==> config.mk <==
export PLATFORM = sky130hd
export DESIGN_NAME = mips_multicycle_fsm
export DESIGN_NICKNAME = d
export VERILOG_FILES = /design/src/rtl/mips_multicycle_fsm_pkg.sv /design/src/rtl/mips_multicycle_fsm_alu_decoder.sv /design/src/rtl/mips_multicycle_fsm.sv
export SDC_FILE = /design/constraint.sdc
export NUM_CORES = 1
export LEC_CHECK = 0
export CAP_MARGIN = 25
export CORE_MARGIN = 10
export CORE_UTILIZATION = 35
export DETAILED_ROUTE_END_ITERATION = 6
export PLACE_DENSITY = 0.71
export REMOVE_ABC_BUFFERS = 1
export SYNTH_ARGS = -nofsm -noshare
export SYNTH_HDL_FRONTEND = slang
export SYNTH_SLANG_ARGS = --single-unit
==> constraint.sdc <==
create_clock -name clk -period 4.75 [get_ports clk]
set_input_delay 0.95 -clock clk [delete_from_list [all_inputs] [get_ports clk]]
set_output_delay 0.95 -clock clk [all_outputs]
set_load 0.02 [all_outputs]
==> src/rtl/mips_multicycle_fsm_pkg.sv <==
// ============================================================================
// Module      : mips_multicycle_fsm_pkg
// Description : Shared types and encodings for the multicycle MIPS control FSM:
//               state enum, opcode/funct constants, ALU and mux encodings, and
//               the per-state Moore control decode.
//               Compile-time switch: MIPS_MC_JUMP_EN enables the JUMP state.
// Revision    : 1.0 - initial release
// ============================================================================
`default_nettype none

package mips_multicycle_fsm_pkg;

  typedef enum logic [3:0] {
    S_FETCH  = 4'd0,
    S_DECODE = 4'd1,
    S_MEMADR = 4'd2,
    S_MEMRD  = 4'd3,
    S_MEMWB  = 4'd4,
    S_MEMWR  = 4'd5,
    S_EXEC   = 4'd6,
    S_ALUWB  = 4'd7,
    S_BRANCH = 4'd8,
    S_ADDIEX = 4'd9,
    S_ADDIWB = 4'd10,
    S_JUMP   = 4'd11
  } state_t;

  // Opcodes (instr[31:26])
  localparam logic [5:0] OP_RTYPE = 6'b000000;
  localparam logic [5:0] OP_LW    = 6'b100011;
  localparam logic [5:0] OP_SW    = 6'b101011;
  localparam logic [5:0] OP_BEQ   = 6'b000100;
  localparam logic [5:0] OP_ADDI  = 6'b001000;
  localparam logic [5:0] OP_J     = 6'b000010;

  // R-type funct codes (instr[5:0])
  localparam logic [5:0] FN_ADD = 6'b100000;
  localparam logic [5:0] FN_SUB = 6'b100010;
  localparam logic [5:0] FN_AND = 6'b100100;
  localparam logic [5:0] FN_OR  = 6'b100101;
  localparam logic [5:0] FN_SLT = 6'b101010;

  // ALU operations
  localparam logic [2:0] ALU_ADD = 3'b010;
  localparam logic [2:0] ALU_SUB = 3'b110;
  localparam logic [2:0] ALU_AND = 3'b000;
  localparam logic [2:0] ALU_OR  = 3'b001;
  localparam logic [2:0] ALU_SLT = 3'b111;

  // srcB mux
  localparam logic [1:0] SRCB_REG   = 2'b00;
  localparam logic [1:0] SRCB_FOUR  = 2'b01;
  localparam logic [1:0] SRCB_IMM   = 2'b10;
  localparam logic [1:0] SRCB_IMMSH = 2'b11;

  // next-PC mux
  localparam logic [1:0] PC_ALURES = 2'b00;
  localparam logic [1:0] PC_ALUOUT = 2'b01;
  localparam logic [1:0] PC_JUMP   = 2'b10;

  // Control bits that depend on the state alone and can be registered.
  typedef struct packed {
    logic       mem_req;
    logic       iord;
    logic       memwrite;
    logic       regwrite;
    logic       regdst;
    logic       memtoreg;
    logic       alusrca;
    logic [1:0] alusrcb;
    logic [1:0] pcsrc;
    logic [2:0] alucontrol;
    logic       pcen;
    logic       instr_done;
  } moore_ctrl_t;

  // Moore control word for a state; anything not named for a state is 0.
  function automatic moore_ctrl_t moore_ctrl(input state_t s);
    moore_ctrl_t c;
    c = '0;
    case (s)
      S_FETCH: begin
        c.mem_req    = 1'b1;
        c.alusrcb    = SRCB_FOUR;
        c.alucontrol = ALU_ADD;
      end
      S_DECODE: begin
        c.alusrcb    = SRCB_IMMSH;
        c.alucontrol = ALU_ADD;
      end
      S_MEMADR: begin
        c.alusrca    = 1'b1;
        c.alusrcb    = SRCB_IMM;
        c.alucontrol = ALU_ADD;
      end
      S_MEMRD: begin
        c.mem_req = 1'b1;
        c.iord    = 1'b1;
      end
      S_MEMWB: begin
        c.regwrite   = 1'b1;
        c.memtoreg   = 1'b1;
        c.instr_done = 1'b1;
      end
      S_MEMWR: begin
        c.mem_req  = 1'b1;
        c.iord     = 1'b1;
        c.memwrite = 1'b1;
      end
      S_EXEC: begin
        // alucontrol here comes from the funct decoder, not this word
        c.alusrca = 1'b1;
        c.alusrcb = SRCB_REG;
      end
      S_ALUWB: begin
        c.regwrite   = 1'b1;
        c.regdst     = 1'b1;
        c.instr_done = 1'b1;
      end
      S_BRANCH: begin
        c.alusrca    = 1'b1;
        c.alusrcb    = SRCB_REG;
        c.alucontrol = ALU_SUB;
        c.pcsrc      = PC_ALUOUT;
        c.instr_done = 1'b1;
      end
      S_ADDIEX: begin
        c.alusrca    = 1'b1;
        c.alusrcb    = SRCB_IMM;
        c.alucontrol = ALU_ADD;
      end
      S_ADDIWB: begin
        c.regwrite   = 1'b1;
        c.instr_done = 1'b1;
      end
`ifdef MIPS_MC_JUMP_EN
      S_JUMP: begin
        c.pcsrc      = PC_JUMP;
        c.pcen       = 1'b1;
        c.instr_done = 1'b1;
      end
`endif
      default: ;
    endcase
    return c;
  endfunction

endpackage

`default_nettype wire

==> src/rtl/mips_multicycle_fsm_alu_decoder.sv <==
// ============================================================================
// Module      : mips_alu_decoder
// Description : R-type funct to ALU operation decode; flags unsupported funct
//               codes (which fall back to add).
// Revision    : 1.0 - initial release
// ============================================================================
`default_nettype none

module mips_alu_decoder
  import mips_multicycle_fsm_pkg::*;
(
  input  logic [5:0] funct,
  output logic [2:0] alucontrol,
  output logic       funct_illegal
);

  // Table lookup of the five supported R-type operations
  always_comb begin
    alucontrol    = ALU_ADD;
    funct_illegal = 1'b0;
    case (funct)
      FN_ADD:  alucontrol = ALU_ADD;
      FN_SUB:  alucontrol = ALU_SUB;
      FN_AND:  alucontrol = ALU_AND;
      FN_OR:   alucontrol = ALU_OR;
      FN_SLT:  alucontrol = ALU_SLT;
      default: funct_illegal = 1'b1;
    endcase
  end

endmodule

`default_nettype wire

==> src/rtl/mips_multicycle_fsm.sv <==
// ============================================================================
// Module      : mips_multicycle_fsm
// Description : Control FSM for a multicycle MIPS datapath sharing one memory
//               port between instruction fetch and data access. Moore control
//               bits are registered alongside the state; memory-handshake,
//               branch and decode-dependent bits are combinational.
//               Compile-time switch: MIPS_MC_JUMP_EN (j instruction support).
// Revision    : 1.0 - initial release
// ============================================================================
`default_nettype none

module mips_multicycle_fsm
  import mips_multicycle_fsm_pkg::*;
#(
  parameter int STATE_W = 4   // must be >= 4 to hold every state
) (
  input  logic               clk,
  input  logic               rst_n,
  input  logic [5:0]         opcode,
  input  logic [5:0]         funct,
  input  logic               zero,
  input  logic               mem_ready,
  output logic               mem_req,
  output logic               iord,
  output logic               memwrite,
  output logic               irwrite,
  output logic               regwrite,
  output logic               regdst,
  output logic               memtoreg,
  output logic               alusrca,
  output logic [1:0]         alusrcb,
  output logic [1:0]         pcsrc,
  output logic               pcen,
  output logic [2:0]         alucontrol,
  output logic               instr_done,
  output logic               illegal,
  output logic [STATE_W-1:0] state_o
);

  state_t      state_q, state_d;
  moore_ctrl_t ctrl_q, ctrl_d;
  logic        opcode_illegal;
  logic [2:0]  exec_alu;
  logic        funct_illegal;
  logic        in_fetch, in_decode, in_exec, in_branch, in_memwr;

  mips_alu_decoder u_alu_decoder (
    .funct         (funct),
    .alucontrol    (exec_alu),
    .funct_illegal (funct_illegal)
  );

  // Next-state selection; the control word for the next state is precomputed
  // so the registered outputs line up with the state they belong to.
  always_comb begin
    state_d        = S_FETCH;
    opcode_illegal = 1'b0;
    case (state_q)
      S_FETCH:  state_d = mem_ready ? S_DECODE : S_FETCH;
      S_DECODE: begin
        case (opcode)
          OP_LW, OP_SW: state_d = S_MEMADR;
          OP_RTYPE:     state_d = S_EXEC;
          OP_BEQ:       state_d = S_BRANCH;
          OP_ADDI:      state_d = S_ADDIEX;
`ifdef MIPS_MC_JUMP_EN
          OP_J:         state_d = S_JUMP;
`endif
          default: begin
            state_d        = S_FETCH;
            opcode_illegal = 1'b1;
          end
        endcase
      end
      S_MEMADR: state_d = (opcode == OP_LW) ? S_MEMRD : S_MEMWR;
      S_MEMRD:  state_d = mem_ready ? S_MEMWB : S_MEMRD;
      S_MEMWB:  state_d = S_FETCH;
      S_MEMWR:  state_d = mem_ready ? S_FETCH : S_MEMWR;
      S_EXEC:   state_d = S_ALUWB;
      S_ALUWB:  state_d = S_FETCH;
      S_BRANCH: state_d = S_FETCH;
      S_ADDIEX: state_d = S_ADDIWB;
      S_ADDIWB: state_d = S_FETCH;
`ifdef MIPS_MC_JUMP_EN
      S_JUMP:   state_d = S_FETCH;
`endif
      // unused encodings recover to FETCH
      default:  state_d = S_FETCH;
    endcase
    ctrl_d = moore_ctrl(state_d);
  end

  // State register and registered Moore outputs; reset drops straight to FETCH
  always_ff @(posedge clk or negedge rst_n) begin
    if (!rst_n) begin
      state_q <= S_FETCH;
      ctrl_q  <= moore_ctrl(S_FETCH);
    end else begin
      state_q <= state_d;
      ctrl_q  <= ctrl_d;
    end
  end

  // State flags for the input-dependent outputs
  always_comb begin
    in_fetch  = (state_q == S_FETCH);
    in_decode = (state_q == S_DECODE);
    in_exec   = (state_q == S_EXEC);
    in_branch = (state_q == S_BRANCH);
    in_memwr  = (state_q == S_MEMWR);
  end

  assign mem_req    = ctrl_q.mem_req;
  assign iord       = ctrl_q.iord;
  assign memwrite   = ctrl_q.memwrite;
  assign regwrite   = ctrl_q.regwrite;
  assign regdst     = ctrl_q.regdst;
  assign memtoreg   = ctrl_q.memtoreg;
  assign alusrca    = ctrl_q.alusrca;
  assign alusrcb    = ctrl_q.alusrcb;
  assign pcsrc      = ctrl_q.pcsrc;
  assign alucontrol = in_exec ? exec_alu : ctrl_q.alucontrol;

  // The fetch completion strobes are held off while reset is asserted so no
  // PC/IR update happens before the first post-reset edge.
  assign irwrite    = in_fetch & mem_ready & rst_n;
  assign pcen       = ctrl_q.pcen | (in_fetch & mem_ready & rst_n) | (in_branch & zero);
  assign instr_done = ctrl_q.instr_done | (in_memwr & mem_ready);
  assign illegal    = (in_decode & opcode_illegal) | (in_exec & funct_illegal);
  assign state_o    = STATE_W'(state_q);

endmodule

`default_nettype wire

After elaboration in Yosys (flattened, before gate mapping)

Cells that the tools add are included.

Output and inout bits: 22
Word-level logic and storage cells: 82
Bits in registers: 19
Memories kept: 0
RAM bits: 0
Bits in latches: 0
Bits in read-only memories: 0

Bitwise operators: 9
Reduce and logical (&&, ||, !) cells: 13
Add/subtract/negate cells: 0
Equality and inequality tests: 26
Divide/modulo/power cells: 0
Shifts and indexed selects: 0
$lt $le $gt $ge: 0
Muxes and demuxes: 22
Multiply operators: 0

Operators by type and width:

| operator                                      | count |
|---|---|
| == test 6 bit, second input constant          | 7 |
| one-hot mux 4 bit (7 select lines)            | 1 |
| == test 4 x 3 -> 1 bit, second input constant | 6 |
| == test 4 bit, second input constant          | 5 |
| == test 4 x 2 -> 1 bit, second input constant | 4 |
| one-hot mux 4 bit (4 select lines)            | 1 |
| 2-to-1 mux 1 bit                              | 13 |
| 2-to-1 mux 3 bit                              | 4 |
| one-hot mux 3 bit (4 select lines)            | 1 |
| OR reduction 4 bit                            | 3 |
| OR reduction 5 bit                            | 2 |
| == test 4 x 1 -> 1 bit, second input constant | 2 |
| logical NOT 4 bit                             | 2 |
| AND 1 bit                                     | 6 |
| == test 6 x 3 -> 1 bit, second input constant | 1 |
| == test 6 x 4 -> 1 bit, second input constant | 1 |
| logical NOT 6 bit                             | 1 |
| one-hot mux 2 bit (3 select lines)            | 1 |
| one-hot mux 3 bit (2 select lines)            | 1 |
| OR reduction 2 bit                            | 3 |
| OR reduction 3 bit                            | 2 |
| bitwise OR 1 bit                              | 3 |

Depth between registers and ports, before layout

Depth in word-level cells: 7
Mapped depth: 7
Mapped depth without buffers: 6

Modules after synthesis

Synthesis repeated with hierarchy kept, for this count alone.

Cell total of the unflattened synthesis: 105
Area, all modules: 1,053.5 µm²

Modules (own cells, without submodules):

| module              | instances | cells each | area an instance (µm²) |
|---|---|---|---|
| mips_multicycle_fsm | 1         | 95         | 969.7 |
| mips_alu_decoder    | 1         | 10         | 83.8 |

Worst setup path before layout

Ideal clock, no wire load.

Kind: input to output
Start point: input port opcode[5]
End point: output port illegal
Arrival time: 1,883 ps
Data required time: 3,800 ps
Setup slack: 1,917 ps
Stages: 3
Buffers on the path: 0
Path through: or4_1 > nor2_1 > o32ai_1

Longest elaborated chain between the ends: 6
Elaborated cells between the ends (all ways): 10
Classes of those cells: 4 x eq/ne; 2 x mux; 2 x bitwise; 2 x reduce/logical

Ends and longest elaborated chain:

| item                                        | RTL line                   | text |
|---|---|---|
| start, declared                             | mips_multicycle_fsm.sv:19  | `input logic [5:0] opcode,` |
| == test 6 bit, or another cell as far along | mips_multicycle_fsm.sv:61  | `case (opcode)` |
| OR reduction 5 bit (no source line) (*)     | -                          |  |
| 2-to-1 mux 1 bit (*)                        | mips_multicycle_fsm.sv:61  |  |
| 2-to-1 mux 1 bit (*)                        | mips_multicycle_fsm.sv:58  | `case (state_q)` |
| AND 1 bit (*)                               | mips_multicycle_fsm.sv:129 | `assign illegal = (in_decode & opcode_illegal) \| (in_exec & funct_illegal);` |
| bitwise OR 1 bit (*)                        | mips_multicycle_fsm.sv:129 |  |
| end, declared                               | mips_multicycle_fsm.sv:36  | `output logic illegal,` |

Every way passes the cells marked *; elsewhere a longest branch is shown, timed or not.

Final worst setup path

Start point: input port opcode[4]
End point: output port illegal

Same word-level chain as after synthesis.

==> results.yml <==
timing:
  rsz0062_at_grt: "no"
  max_freq_ghz: 0.260
  setup_viol: 0
  holdWs_ns: 0.736
  skew_ns: 0.00486
  post-route-period-util_pct: 81.0
  period_needed_ns: 3.85
  finalHoldViolCount: 0
  setup_tns_ns: 0
  setup_ws_ns: 0.904
  slew_violations: 0
power:
  power_frac_clock_pct: 21.6
  leakage_nw: 0.602
  cellInternalPower_uw: 243
  p_per_area_nw_per_um2: 257
  p_switching_uw: 107
  switching_share_pct: 30.6
  peakVddDrop_mv: 0.216
  power_uw: 351
  p_comb_share_pct: 30.8
  seqPwrFrac_pct: 47.6
placement:
  place_congestion: 0.820
  pre_cts_ws_ns: 0.897
  dp_hpwl_mm: 2.08
  numPortBuffers: 36
synthesis:
  synth_ff_type: "dfrtp_1"
  synth_area_leaders: "dfrtp_1 36%, dfstp_2 8.1%, inv_1 4.2%"
  seq_area_frac_synth_pct: 44.1
  syn_area_um2: 972
  yosysUniqueCellTypes: 42
  yosys.area.top_type_share_pct: 36.0
  async_flop_share_pct: 100
  yosys_warnings: 0
  syn_inst: 107
  syn-mean-instance-area_um2: 9.09
  ys_ff_latch: 17
  synth_top_cell_by_area: "dfrtp_1"
  synth_edf_count: 0
detailed_routing:
  routedWlPerCell_um: 14.5
  antenna_left: 0
  via_per_inst: 5.23
  drtIter0Drc: 24
  wl_mm: 2.49
  detailroute.via_count: 899
  drc_errors: 0
  drtPass1Iterations: 4
global_routing:
  grt_pass1_wl_mm: 3.97
  grt_max_degree: 14
  grt_antenna_before_repair: 0
  grt_usage_pct: 9.18
  grt_overflow: 0
  grt_pass1_vias: 873
worst_hold_path:
  hp-class: "reg2reg"
clocking:
  cts-resized-gates: 0
  htree_levels: 1
  path_clk_slew_ns: 0.10
  clk_latency_ns: 0.29
  root_buffer: "clkbuf_4"
  cts.sink_count: 17
  cts_tree: "built"
  clockBufferDepth: 2
  cts_made_buffers: 3
  post_cts_buffers: 0
  cts_hold_buf: 0
critical_path:
  critPathCaptureType: "output pin"
  worstPathRequired_ns: 3.80
  cp_common_cell: "clkdlybuf4s50_1"
  crit_family: "buffers and inverters"
  worstSetupPathType: "in2out"
  slowest_delay_ns: 0.57
  cp.arrival_ns: 2.90
  worstSetupStartpointType: "input pin"
  worst-path-max-fanout: 4
  cpMaxStageDelayCell: "or4_1"
  worstPathCellList: "clkdlybuf4s50_1 -> or4_1 -> nor2_1 -> o32ai_1 -> clkdlybuf4s50_1"
  critPathBufInv: 2
die:
  initial_utilization_pct: 35.9
  ios: 38
  core_um2: 2710
  die_w_um: 72.7
  die_height_um: 72.7
  rows: 19
  die-area_um2: 5290
final_layout:
  finalCoreUtilization_pct: 50.4
  finalNetCount: 158
  diodes: 0
  drive_gt1_share_pct: 9.22
  final_common_cell: "clkdlybuf4s50_1"
  area_delta_synth_final_pct: 40.4
  nFillCells: 266
  final_cell_mix: "36 x clkdlybuf4s50_1, 14 x dfrtp_1, 11 x inv_1, 10 x nor2_1"
run:
  drv_cap: 0
status:
  status: "completed"
==> sequential cells by signal, indices dropped and copies added, names as in the netlist <==
signal	flops
mem_req	1
memtoreg	1
regwrite	1
alusrca	1
memwrite	1
alusrcb	2
state_o	4
iord	1
ctrl_q	3
regdst	1
pcsrc	1
==> synthesized netlist by cell type, types with 3 or more instances <==
| cell | n |
|---|---|
| dfrtp_1 | 14 |
| inv_1 | 11 |
| nor2_1 | 10 |
| a21oi_1 | 4 |
| buf_4 | 4 |
| nand2_1 | 4 |
| nand2b_1 | 4 |
| nor3_1 | 4 |
| clkbuf_1 | 3 |
| dfstp_2 | 3 |
| nor3b_1 | 3 |
==> per-stage QoR <==
step	area [um2]	cells
2_1_floorplan	931	100
3_3_place_gp	1340	168
3_5_place_dp	1340	168
4_1_cts	1370	172
5_1_grt	1370	172
6_report	1370	172
==> kinds of logic after synthesis <==
logic type             Yosys count  share of synthesized area (%)
other                            1                          0.386
XOR/XNOR                         2                           1.80
buffers and inverters           18                           8.49
AO/OA/AOI/OAI                   23                           16.6
AND/OR/NAND/NOR                 46                           28.6
flip-flops                      17                           44.1
==> worst register-to-register path, cell delays in order, from the launching register on <==
cell and delay (ns):
dfrtp_1 0.52, or4b_4 0.61, or4_1 0.50, and3_4 0.21, and3_4 0.18, or2_1 0.21
==> cell type report <==
type | count | area, um2 | area share [%]
Clock buffer | 3 | 22.5 | 1.65
Clock inverter | 1 | 5.00 | 0.367
Inverter | 11 | 41.3 | 3.02
Multi-Input combinational cell | 72 | 460 | 33.7
Sequential cell | 17 | 429 | 31.4
Tap cell | 31 | 38.8 | 2.84
Timing Repair Buffer | 37 | 368 | 26.9
==> power groups by stage <==
| stage | clock, mW | combinational (mW) | sequential [mW] |
|---|---|---|---|
| after floorplan | 0 | 0.0420 | 0.180 |
| after global placement | 0 | 0.107 | 0.170 |
| after detailed placement | 0 | 0.108 | 0.170 |
| after CTS | 0.0793 | 0.109 | 0.167 |
| after global routing | 0.0860 | 0.117 | 0.168 |
| final | 0.0759 | 0.108 | 0.167 |
==> layer usage <==
metal | routed length, um | track usage (%) | vias to the layer above
li1 | - | - | 444
met1 | 986 | 9.67 | 430
met2 | 1280 | 15.8 | 23
met3 | 217 | 4.90 | 2
met4 | 11 | 1.90 | 0
met5 | 0 | 0 | -
==> worst paths after layout <==
| path | start | to | slack (ns) | cells past startpoint |
|---|---|---|---|---|
| setup / recovery | opcode[4] | illegal | 0.90 | 5 |
| max in group asynchronous | rst_n | ctrl_q[3]$_DFF_PN1_ | 3.30 | 2 |
| min in group asynchronous | rst_n | alusrcb[1]$_DFF_PN0_ | 0.90 | 1 |
| hold / removal | state_o[0]$_DFF_PN0_ | memtoreg$_DFF_PN0_ | 0.74 | 1 |
| setup reg to reg | state_o[2]$_DFF_PN0_ | ctrl_q[0]$_DFF_PN0_ | 2.42 | 5 |
| hold reg to reg | state_o[0]$_DFF_PN0_ | memtoreg$_DFF_PN0_ | 0.74 | 1 |
No activity file was read; power rests on OpenSTA's default activity.
